--- src/rtl/clock_period_meter.sv ---
// Clock period meter: measures the period and high time of an asynchronous
// input in clk cycles, flags loss of signal after TIMEOUT idle cycles.
module clock_period_meter #(
  parameter int unsigned    W       = 28,
  parameter logic [W-1:0]   TIMEOUT = W'(250_000_000)
) (
  input  logic         clk,
  input  logic         reset_n,
  input  logic         sig_in,
  input  logic         clear,
  output logic [W-1:0] period,
  output logic [W-1:0] high_time,
  output logic         valid,
  output logic         locked,
  output logic         timeout
);

  localparam logic [1:0] ST_IDLE  = 2'd0;  // waiting for the first rise
  localparam logic [1:0] ST_ARMED = 2'd1;  // first rise seen, no full period yet
  localparam logic [1:0] ST_TRACK = 2'd2;  // periods being reported

  logic         s1;
  logic         s2;
  logic         s3;
  logic         rise_c;
  logic         fall_c;

  logic [1:0]   state;
  logic [1:0]   state_d;
  logic [W-1:0] cnt;
  logic [W-1:0] cnt_d;
  logic [W-1:0] cnt_inc_c;
  logic         tmo_hit_c;
  logic [W-1:0] pend_high;
  logic [W-1:0] pend_high_d;
  logic [W-1:0] period_d;
  logic [W-1:0] high_time_d;
  logic         valid_d;
  logic         locked_d;
  logic         timeout_d;

  // Two-flop synchronizer plus history flop for edge detection
  always_ff @(posedge clk or negedge reset_n) begin
    if (!reset_n) begin
      s1 <= 1'b0;
      s2 <= 1'b0;
      s3 <= 1'b0;
    end else begin
      s1 <= sig_in;
      s2 <= s1;
      s3 <= s2;
    end
  end

  assign rise_c    = s2 & ~s3;
  assign fall_c    = ~s2 & s3;
  // cnt is bounded by TIMEOUT, so the increment can never wrap
  assign cnt_inc_c = cnt + W'(1);
  assign tmo_hit_c = (cnt_inc_c == TIMEOUT);

  // State and registered-output update
  always_ff @(posedge clk or negedge reset_n) begin
    if (!reset_n) begin
      state     <= ST_IDLE;
      cnt       <= '0;
      pend_high <= '0;
      period    <= '0;
      high_time <= '0;
      valid     <= 1'b0;
      locked    <= 1'b0;
      timeout   <= 1'b0;
    end else begin
      state     <= state_d;
      cnt       <= cnt_d;
      pend_high <= pend_high_d;
      period    <= period_d;
      high_time <= high_time_d;
      valid     <= valid_d;
      locked    <= locked_d;
      timeout   <= timeout_d;
    end
  end

  // Next-state and next-output logic; clear beats rise, rise beats timeout
  always_comb begin
    state_d     = state;
    cnt_d       = cnt;
    pend_high_d = pend_high;
    period_d    = period;
    high_time_d = high_time;
    valid_d     = 1'b0;
    locked_d    = locked;
    timeout_d   = timeout;

    if (clear) begin
      // Discard the measurement in progress; results and timeout are kept
      state_d     = ST_IDLE;
      cnt_d       = '0;
      pend_high_d = '0;
      locked_d    = 1'b0;
    end else begin
      case (state)
        ST_IDLE: begin
          if (rise_c) begin
            state_d     = ST_ARMED;
            cnt_d       = '0;
            pend_high_d = '0;
          end
        end

        ST_ARMED, ST_TRACK: begin
          if (rise_c) begin
            // A full period closed: publish it and start the next one
            state_d     = ST_TRACK;
            period_d    = cnt_inc_c;
            high_time_d = pend_high;
            valid_d     = 1'b1;
            locked_d    = 1'b1;
            timeout_d   = 1'b0;
            cnt_d       = '0;
            pend_high_d = '0;
          end else if (tmo_hit_c) begin
            // Loss of signal: drop lock but keep the last reported values
            state_d     = ST_IDLE;
            cnt_d       = '0;
            pend_high_d = '0;
            locked_d    = 1'b0;
            timeout_d   = 1'b1;
          end else begin
            cnt_d = cnt_inc_c;
            if (fall_c) begin
              pend_high_d = cnt_inc_c;
            end
          end
        end

        default: begin
          state_d     = ST_IDLE;
          cnt_d       = '0;
          pend_high_d = '0;
          locked_d    = 1'b0;
        end
      endcase
    end
  end

endmodule
--- config.mk ---
export PLATFORM = sky130hd
export DESIGN_NAME = clock_period_meter
export DESIGN_NICKNAME = d
export VERILOG_FILES = /design/src/rtl/clock_period_meter.sv
export SDC_FILE = /design/constraint.sdc
export NUM_CORES = 1
export LEC_CHECK = 0
export BUFFER_PORTS_ARGS = -buffer_cell sky130_fd_sc_hd__buf_2
export CORE_UTILIZATION = 45
export CTS_BUF_LIST = sky130_fd_sc_hd__clkbuf_2 sky130_fd_sc_hd__clkbuf_4 sky130_fd_sc_hd__clkbuf_8
export DETAILED_ROUTE_END_ITERATION = 7
export GPL_TIMING_DRIVEN = 1
export SLEW_MARGIN = 25
export SYNTH_ARGS = -nofsm -noshare
export SYNTH_HDL_FRONTEND = slang
export SYNTH_SLANG_ARGS = --single-unit
export TNS_END_PERCENT = 20
--- constraint.sdc ---
create_clock -name clk -period 8.6 [get_ports clk]
set_input_delay 2.58 -clock clk [delete_from_list [all_inputs] [get_ports clk]]
set_output_delay 2.58 -clock clk [all_outputs]
set_load 0.005 [all_outputs]
==> results of run 1 <==
## sequential cells by signal (all words and copies together), names as in the netlist
name / count
s3: 1
s2: 1
valid: 1
s1: 1
cnt: 28
high_time: 28
pend_high: 28
period: 28
locked: 1
state: 2
timeout: 1
## per-stage QoR
step	worst slack, ns	hold WS, ns	cells	power [uW]	utilization [%]
floorplan	4.55	0.331	476	853	-
global placement	3.87	0.345	654	968	49.5
detailed placement	3.79	0.336	654	977	49.5
CTS	4.26	0.360	685	1520	53.1
global route	4.03	0.371	686	1590	53.3
finish	4.34	0.365	686	1510	53.3
## path summary, 6_finish.rpt
kind	start	endpoint	cells after the start
hold / removal	s1	s2	0
setup reg to reg	cnt[0]	pend_high[1]	10
hold reg to reg	s1	s2	0
max in group asynchronous	reset_n	period[19]	2
min in group asynchronous	reset_n	high_time[3]	1
setup / recovery	cnt[0]	pend_high[1]	10
## report_power, final
part           leakage (uW)  switching [uW]  internal, uW
registers           0.00161            41.8           639
logic              0.000997             169           114
clock network      0.000217             219           324
## cell families (layout without fill, tap and decap cells)
kind of cell    after synthesis  count (layout)  share of synthesized area [%]
simple gates                148             148                           14.5
buf+inv                      39             106                           4.77
flops                       120             120                           55.1
compound gates              111             111                           14.8
fa+ha+maj                     4               4                          0.918
xor+xnor                     24              24                           3.85
mux                          30              30                           6.17
## placed cells by master, fill, tap and decap left out, types with 4 or more instances in the layout
master,netlist,routed
clkinv_2,0,5
buf_2,3,61
buf_4,1,5
xnor2_1,16,16
mux2_2,29,29
clkbuf_8,4,17
a22o_1,5,5
nand2_1,32,31
inv_1,8,8
and3_1,6,6
dfrtp_1,120,120
o31ai_1,18,18
nor2_1,44,43
nand2b_1,4,4
nand3_1,18,18
o2bb2ai_1,26,26
bufinv_16,0,4
xor2_1,8,8
o21ai_0,9,9
a21oi_1,32,32
clkbuf_4,0,4
nor4_1,5,5
nor3_1,12,12
ha_1,4,4
a31oi_1,4,4
## worst register-to-register path, stage by stage, from the launching register on
cell     delay, ns
dfrtp_1       0.55
ha_1          0.35
nand3_2       0.24
nor3_2        0.55
nand3_1       0.18
xor2_1        0.35
nor4b_1       0.57
and3_1        0.58
o31ai_4       0.26
buf_4         0.30
a32o_1        0.22
## per-layer routing
layer / routed length [um] / global-route usage, %
met5: 0 / 0
met1: 5530 / 27.7
met3: 447 / 4.81
met4: 165 / 7.73
met2: 5260 / 30.1
## cell type report
cell class,instances,area share (%)
flip-flops and latches,120,48.5
clock buffers,21,4.26
multi-input cells,317,35.5
inverters,8,0.485
well taps,143,2.89
repair buffers,67,5.86
clock inverters,10,2.47
==> run summary, run 1 <==
Number of global-route vias before repair - 3868
Port buffer count - 62
First-pass detailed-route iteration total - 7
Via count - 3854
Setup bufs post-CTS - 0
Buf+Inv Stages, Crit Path - 1
Top cells by count, synth - dfrtp_1 (120), nor2_1 (44), a21oi_1 (32), nand2_1 (32), mux2_2 (29)
Synth Net Count - 484
Post-route cell area - 0.00619 mm^2
Min cycle time layout - 4.26 ns
Max-Slew Margin vs Limit - 42.1%
Slowest stage cell on the critical path - and3_1
# setup viols final - 0
Crit. End Element - flop
GR Overflow Total - 0
Multi-input gate area - 0.00220 mm^2
Top FF cell, synth - dfrtp_1
Reg2Reg Setup Slack - 4.34 ns
Clk_lat worst skew - 0.44 ns
Layout overhead on the synthesized area - 13.5%
Row count - 39
Share of cells above drive strength 1 - 27.1%
Global-route wire length before repair - 19.5 mm
Die width - 112 um
Sequential element share of the synthesized area - 55.1%
Post-synthesis register bit count - 120
Die Area - 0.0126 mm^2
Final hold violations - 0
Die height - 112 um
Root Driver - clkbuf_8
Antenna viol nets, final - 0
Area of placed instances - 0.00575 mm^2
Fillers - 1063
Synth top area cells - dfrtp_1 (55%), mux2_2 (6.0%), o2bb2ai_1 (4.2%)
Setup TNS - 0 ns
CTS Buffer Depth - 2
WP data arrival - 4.58 ns
CP Launch Type - flop
Most common cell in the netlist - dfrtp_1
Unrepaired setup endpoints after global routing - no
# IOs - 63
Mapped cell area - 0.00545 mm^2
Routability cong. - 0.814
Gate Count Post-Synth - 476
Pleak - 0.00283 uW
Antenna diodes - 0
Initial antenna violation count - 0
Status - complete, but fails checks
Actual slew at the worst max-slew pin - 0.869 ns
Failing checks - design-rule violations
# DRC - 2
Syn_area_per_cell - 11.5 um^2
Cts bufs inserted - 17
Hold-fix buffers at CTS - 0
TritonCTS clock tree - built
Required @ worst endpoint - 8.92 ns
Share of the synthesized area in the top cell type - 55.1%
Total Nets Final - 539
Number of vias per cell - 5.62
Highest clock rate - 235 MHz
Drt total wl - 11.4 mm
CP cell instances - ha_1 -> nand3_2 -> nor3_2 -> nand3_1 -> xor2_1 -> nor4b_1 -> and3_1 -> o31ai_4 -> buf_4 -> a32o_1
Unique masters post-synth - 57
Fin crit share - 49.5%
Reg clk slew, reported paths - 0.07 ns
GRT Total Usage - 19.9%
CTS H-tree depth - 4
Cell family with most CP delay - simple AND/OR/NAND/NOR gates
Initial core utilization - 47.0%
Post-DP HPWL - 7.43 mm
CTS resizes - 0
Async SR Flop Fraction - 100%
Post-synth EDFFs - 0
FF/Latch Area - 0.00300 mm^2
CP max FO - 16
Clock Sink Count - 120
Hold Path Class - reg2reg
Final Slew Violations - 0
Critical Path Max Stage Delay - 0.58 ns
Pwr dens - 243 mW/mm^2
Iteration-0 DRC Markers - 212
Pin count of the biggest net entering global routing - 71
Crit Path Category - reg2reg
Synth warnings - 0
Peak VDD IR - 0.0989 mV
Dominant cell type by area after synthesis - dfrtp_1
Max Cap Viol - 0
Setup Skew - 0.00959 ns
Core Footprint - 0.0116 mm^2
WL/cell - 16.6 um
Power figures use the tool's default switching activity.
==> run 2, diff against run 1 <==
==> constraint.sdc (replaced) <==
create_clock -name clk -period 4.05 [get_ports clk]
set_input_delay 1.215 -clock clk [delete_from_list [all_inputs] [get_ports clk]]
set_output_delay 1.215 -clock clk [all_outputs]
set_load 0.005 [all_outputs]
==> run summary, run 2 (same netlist as run 1, synthesis figures left out) <==
Status - complete, but fails checks
Failing checks - design-rule violations
Most common cell after layout, fill and taps aside - dfrtp_1
Initial antenna violation count - 0
Register-to-Register Path Depth - 11
Required @ worst endpoint - 4.37 ns
Cts bufs inserted - 17
TritonCTS clock tree - built
Die width - 112 um
Total Nets Final - 547
Max Cap Viol - 0
Number of vias per cell - 5.60
Layout overhead on the synthesized area - 15.1%
Clk_lat worst skew - 0.43 ns
Actual slew at the worst max-slew pin - 0.685 ns
Setup bufs post-CTS - 0
CP max FO - 28
Pwr dens - 520 mW/mm^2
WP data arrival - 3.95 ns
Row count - 39
Setup TNS - 0 ns
Unrepaired setup endpoints after global routing - no
Pleak - 0.00288 uW
Antenna diodes - 0
Peak VDD IR - 0.182 mV
Drt total wl - 11.8 mm
Die height - 112 um
Final Slew Violations - 0
Initial core utilization - 47.0%
R2r endpoint - pend_high[1]
Fin crit share - 89.6%
Post-DP HPWL - 7.99 mm
Iteration-0 DRC Markers - 250
Hold Path Class - reg2reg
Max-Slew Margin vs Limit - 54.3%
Reg2Reg Setup Slack - 0.42 ns
Antenna viol nets, final - 0
Crit. End Element - flop
Hold-fix buffers at CTS - 0
Crit Path Category - reg2reg
GRT Total Usage - 20.6%
Core Footprint - 0.0116 mm^2
R2r startpoint - cnt[0]
Number of global-route vias before repair - 3898
Port buffer count - 62
Routability cong. - 0.883
Highest clock rate - 276 MHz
WL/cell - 17.0 um
Root Driver - clkbuf_8
Reg clk slew, reported paths - 0.07 ns
First-pass detailed-route iteration total - 6
Setup Skew - 0.0118 ns
Pin count of the biggest net entering global routing - 52
Commonest non-fill, non-tap cells in the layout - dfrtp_1 (120), buf_2 (61), nor2_1 (43)
Global-route wire length before repair - 20.0 mm
CTS resizes - 0
# DRC - 2
CP Launch Type - flop
Fillers - 1034
Overall Power - 3270 uW
Clock Sink Count - 120
# IOs - 63
Multi-input gate area - 0.00220 mm^2
Min cycle time layout - 3.63 ns
Hold_sp - s1
Via count - 3883
CTS H-tree depth - 4
Worst hold stages - 0
GR Overflow Total - 0
FF/Latch Area - 0.00300 mm^2
CTS Buffer Depth - 2
Share of cells above drive strength 1 - 27.9%
Die Area - 0.0126 mm^2
# setup viols final - 0
WHS Endpoint - s2
Final hold violations - 0
## run 2: cell types whose count changed in the layout (fill, tap and decap cells not counted)
cell	change
clkbuf_4	-2
buf_4	+8
nand2_2	-1
clkbuf_8	+4
nand2_1	+1
clkinv_2	-2
## run 2: layout make-up
cell class | count | area share, %
flip-flops and latches | 120 | 47.8
clock inverters | 8 | 2.27
clock buffers | 23 | 4.84
multi-input cells | 317 | 35.0
inverters | 8 | 0.478
well taps | 143 | 2.85
repair buffers | 75 | 6.74
## run 2: power by group
part	leakage, uW	internal (uW)	total, uW	switching, uW
logic	0.00103	257	616	359
registers	0.00161	1360	1450	88.2
clock network	0.000229	744	1200	460
## run 2: how the worst max path moves through the flow
stage,from,to,depth (start not counted)
6_report,cnt[0],pend_high[1],11
5_1_grt,cnt[0],pend_high[1],11
4_1_cts,cnt[0],pend_high[1],11
3_5_place_dp,cnt[0],pend_high[1],11
3_3_place_gp,cnt[0],pend_high[1],11
2_1_floorplan,cnt[0],pend_high[12],12
## run 2: per-layer routing
layer / part of all wire [%] / track usage [%] / vias up / wire length, um
met5: 0 / 0 / - / 0
met3: 3.9 / 3.78 / 16 / 464
met2: 46 / 32.1 / 100 / 5410
li1: - / - / 1850 / -
met1: 49 / 28.6 / 1917 / 5790
met4: 1.3 / 8.18 / 0 / 156
## run 2: stage by stage
step	hold WS, ns	setup WS [ns]	area, um^2	util, %	instances
global route	0.382	0.232	6280	54.1	694
global placement	0.344	0.517	5830	50.2	663
finish	0.356	0.421	6280	54.1	694
CTS	0.361	0.458	6280	54.1	694
floorplan	0.331	1.02	5450	-	476
detailed placement	0.337	0.443	5830	50.2	663
## run 2: worst max-delay path, cell delays in order (launching register included)
cell	delay [ns]
dfrtp_1	0.53
ha_1	0.34
nand3_2	0.14
nor3_2	0.19
buf_4	0.19
nand4_1	0.19
xnor2_1	0.25
nor4b_1	0.62
and3_1	0.54
o31ai_4	0.12
buf_12	0.20
a32o_1	0.21
